==> src/rtl/universal_shift_register.sv <==
// universal_shift_register
//   WIDTH-bit staging register with parallel load and a multi-bit shift
//   command. A command is latched in IDLE, then `amount` single-bit shifts run
//   one per clock, left or right, with serial in/out and a busy/done handshake.
//   Optional feature macro: USR_ROTATE_EN adds the `rot` port. When the latched
//   rot is set, the outgoing bit re-enters the opposite end instead of sin.
// Ports
//   clk     clock; all state changes on posedge
//   rst     synchronous reset, active-high
//   load    parallel load request (IDLE only, wins over start)
//   din     parallel load data
//   start   shift command (IDLE only)
//   dir     0 = left (toward MSB), 1 = right; latched on start
//   amount  number of single-bit shifts; latched on start
//   sin     serial input, sampled on every shift edge
//   rot     (USR_ROTATE_EN only) rotate instead of shifting in sin; latched on start
//   q       register contents
//   sout    bit shifted out on the most recent shift edge
//   busy    high while a command is shifting
//   done    one-cycle pulse when a command completes
module universal_shift_register #(
    parameter int unsigned         WIDTH   = 8,
    parameter int unsigned         CNT_W   = 4,
    parameter logic [WIDTH-1:0]    RST_VAL = {WIDTH{1'b1}}
) (
    input  logic             clk,
    input  logic             rst,
    input  logic             load,
    input  logic [WIDTH-1:0] din,
    input  logic             start,
    input  logic             dir,
    input  logic [CNT_W-1:0] amount,
    input  logic             sin,
`ifdef USR_ROTATE_EN
    input  logic             rot,
`endif
    output logic [WIDTH-1:0] q,
    output logic             sout,
    output logic             busy,
    output logic             done
);

    typedef enum logic {
        IDLE  = 1'b0,
        SHIFT = 1'b1
    } state_t;

    state_t           state;
    logic [CNT_W-1:0] cnt;
    logic             dir_q;
    logic             fill_c;

`ifdef USR_ROTATE_EN
    logic             rot_q;

    // Bit entering the register: serial input, or the outgoing bit when rotating.
    always_comb begin
        fill_c = sin;
        if (rot_q) begin
            fill_c = dir_q ? q[0] : q[WIDTH-1];
        end
    end
`else
    // Bit entering the register is always the serial input.
    always_comb begin
        fill_c = sin;
    end
`endif

    // Command FSM, shift datapath and handshake outputs.
    always_ff @(posedge clk) begin
        if (rst) begin
            q     <= RST_VAL;
            sout  <= 1'b1;
            busy  <= 1'b0;
            done  <= 1'b0;
            state <= IDLE;
            cnt   <= '0;
            dir_q <= 1'b0;
`ifdef USR_ROTATE_EN
            rot_q <= 1'b0;
`endif
        end else begin
            done <= 1'b0;
            case (state)
                IDLE: begin
                    if (load) begin
                        q <= din;
                    end else if (start) begin
                        if (amount == '0) begin
                            // Empty command completes immediately without going busy.
                            done <= 1'b1;
                        end else begin
                            dir_q <= dir;
                            cnt   <= amount;
                            state <= SHIFT;
                            busy  <= 1'b1;
`ifdef USR_ROTATE_EN
                            rot_q <= rot;
`endif
                        end
                    end
                end
                SHIFT: begin
                    if (dir_q) begin
                        q    <= {fill_c, q[WIDTH-1:1]};
                        sout <= q[0];
                    end else begin
                        q    <= {q[WIDTH-2:0], fill_c};
                        sout <= q[WIDTH-1];
                    end
                    cnt <= cnt - CNT_W'(1);
                    if (cnt == CNT_W'(1)) begin
                        state <= IDLE;
                        busy  <= 1'b0;
                        done  <= 1'b1;
                    end
                end
                default: begin
                    state <= IDLE;
                    busy  <= 1'b0;
                end
            endcase
        end
    end

endmodule

==> config.mk <==
export PLATFORM = sky130hd
export DESIGN_NAME = universal_shift_register
export DESIGN_NICKNAME = d
export VERILOG_FILES = /design/src/rtl/universal_shift_register.sv
export SDC_FILE = /design/constraint.sdc
export NUM_CORES = 1
export LEC_CHECK = 0
export BUFFER_PORTS_ARGS = -buffer_cell sky130_fd_sc_hd__buf_2
export CAP_MARGIN = 10
export CORE_MARGIN = 5
export CORE_UTILIZATION = 52
export CTS_BUF_LIST = sky130_fd_sc_hd__clkbuf_2
export CTS_CLUSTER_DIAMETER = 200
export DETAILED_ROUTE_END_ITERATION = 10
export PLACE_DENSITY = 0.83
export SYNTH_ARGS = -nofsm -noshare
export SYNTH_HDL_FRONTEND = slang
export SYNTH_SLANG_ARGS = --single-unit
export TNS_END_PERCENT = 1
==> constraint.sdc <==
create_clock -name clk -period 1.9 [get_ports clk]
set_clock_uncertainty 0.2 [all_clocks]
set_input_delay 0.19 -clock clk [delete_from_list [all_inputs] [get_ports clk]]
set_output_delay 0.19 -clock clk [all_outputs]
set_load 0.005 [all_outputs]
==> out/results.ini <==
[routing]
ant_nets=0
drtIter0Drc=21
wl_per_cell_um=13.9
routed_via_density=5.57
drt_first_pass_iters=7
vias=885
drc=0
wirelength_um=2210

[sta]
worst_pin_slew_ns=0.474
maxSlewHeadroom_pct=68.1
finalSetupViolCount=0
finalCritPeriodShare_pct=84.7
setup_tns_ns=0
fmax_mhz=621
layout_min_cycle_time_ns=1.61
rsz0062_at_grt=false
slew_viol_final=0
hold_slack_ns=0.00365
final_hold_viol_count=0

[setup_path]
cp-startpoint=cnt[0]
crit_slowest_cell=dfxtp_1
cp-start-kind=register
crit_chain=ha_1 > nor4bb_1 > o32a_1 > nor2_1
r2r_slack_ns=0.29
crit_path_max_incr_delay_ns=0.43
timing.rr.start=cnt[0]
cp_data_arrival_time_ns=1.59
worstPathRequired_ns=1.88
worstSetupPathType=reg -> reg
end_kind=register
critPathMaxFanout=5

[floorplanning]
die_x_um=52.5
rows=15
ios=29
initial_core_util_pct=54.4
coreArea_um2=1730
fp.dieH_um=52.5
dieArea_um2=2760

[logic_synthesis]
synth.area.top_cells=dfxtp_1 (36%), mux2i_1 (18%), a21o_1 (6.4%)
synth_ff_type=dfxtp_1
synth_seq_cells=17
synth_edf_count=0
syn_inst=104
yosys_warnings=0
synth_cell_types=29
synth_top_area_share_pct=36.2
syn_avg_cell_area_um2=9.04
synth_area_um2=940
syn-num-nets=124
yosysSeqAreaShare_pct=36.2
synth_async_sr_flop_share_pct=0
synthTopCellsByCount=dfxtp_1 (17), mux2i_1 (17), nand2_1 (16)
synth_top_area_cell=dfxtp_1

[power_and_ir_drop]
worst_ir_drop_vdd_mv=0.387
p_per_area_nw_per_um2=653
p_leak_nw=0.484

[global_route]
grt_first_pass_wirelength_um=3730
grt_max_degree=18
grt_pass1_vias=796
antenna_found_initial=0
grt_remaining_overflow=0
gr-usage-all-layers_pct=17.9

[finish]
drive_gt1_share_pct=26.9
area_growth_pct=21.7
nFillCells=150
antennaDiodeCount=0
stdcell_area_um2=1140
nNetsFinal=155

[run_status]
status=finished clean

[placed_design]
portBuffers=28
place_congestion=0.853
dp_hpwl_um=1620
dpl_cell_area_um2=1100

[clock_tree]
cts_setup_buffers=0
cts_tree=done
clk_latency_ns=0.30
ctsRootBufferMaster=clkbuf_2
clock_path_buffers=2
cts.sinks=17
cts_made_buffers=3
h-tree-depth=1
clk_pin_slew_ns=0.17

[hold_path]
hold_start=din[6]
hold_path.class=in -> reg

[job]
cap_violations=0

path summary, 6_finish.rpt:
kind	depth (start not counted)	end
setup / recovery	4	busy
hold / removal	4	q[6]
setup reg to reg	4	busy
hold reg to reg	1	sout
cell families (layout without fill, tap and decap cells):
| kind of cell | count (synthesis) | count (layout) | share of synthesized area [%] |
|---|---|---|---|
| and+or+nand+nor | 30 | 30 | 18.0 |
| AOI/OAI and AO/OA | 26 | 26 | 19.3 |
| muxes | 17 | 17 | 18.1 |
| DFF | 17 | 17 | 36.2 |
| buffers and inverters | 11 | 41 | 4.79 |
| adders and majority gates | 2 | 2 | 2.66 |
| xor gates and xnor gates | 1 | 1 | 0.932 |
final cells by class:
type                    instances  area (µm²)  share of cell area [%]
clock buffers                   4        20.0                    1.75
multi-input cells              76         554                    48.5
well taps                      25        31.3                    2.74
flip-flops and latches         17         340                    29.8
inverters                       4        15.0                    1.31
repair buffers                 33         183                    16.0
power by group:
part,internal (mW),switching [mW],total [mW]
clock network,0.0558,0.111,0.167
logic,0.0858,0.0819,0.168
registers,0.384,0.0282,0.413
total,0.526,0.221,0.747
state kept, by name, indices dropped and copies added, names as in the netlist:
register and cells:
sout 1, busy 1, dir_q 1, q 8
done 1, state 1, cnt 4
placed cells by master (no fill, tap or decap), drive strengths merged, types with 3 or more instances in the layout:
| cell type | count |
|---|---|
| clkbuf | 4 |
| a21oi | 5 |
| inv | 4 |
| a21o | 8 |
| nand2 | 16 |
| nor2 | 3 |
| buf | 31 |
| dfxtp | 17 |
| mux2i | 17 |
per-stage QoR:
| stage | utilization, % | power (mW) | worst slack, ns | instances |
|---|---|---|---|---|
| after floorplan | - | 0.521 | 0.450 | 104 |
| after global placement | 63.9 | 0.578 | 0.399 | 153 |
| after detailed placement | 63.9 | 0.584 | 0.330 | 153 |
| after CTS | 66.2 | 0.751 | 0.300 | 159 |
| after global routing | 66.2 | 0.790 | 0.154 | 159 |
| final | 66.2 | 0.747 | 0.291 | 159 |
metal layers:
layer | GRT usage [%] | share of wire (%) | wire (µm) | up-vias
li1 | - | - | - | 435
met1 | 24.5 | 44 | 966 | 409
met2 | 27.1 | 46 | 1030 | 37
met3 | 4.56 | 8.5 | 188 | 4
met4 | 6.38 | 1.3 | 29 | 0
met5 | 0 | 0 | 0 | -
what timing repair did:
action                                  in CTS  in global routing
endpoints found under the setup margin       0                  0
resized for setup                            0                  0
hold buffers                                 2                  0
endpoints found under the hold margin        2                  0
worst max-delay path, delay by kind of cell (launching register included):
kind / cells / cell delay (ns)
and+or+nand+nor: 2 / 0.47
AOI/OAI and AO/OA: 1 / 0.23
DFF: 1 / 0.43
adders and majority gates: 1 / 0.16
No activity file was read; power rests on OpenSTA's default activity.
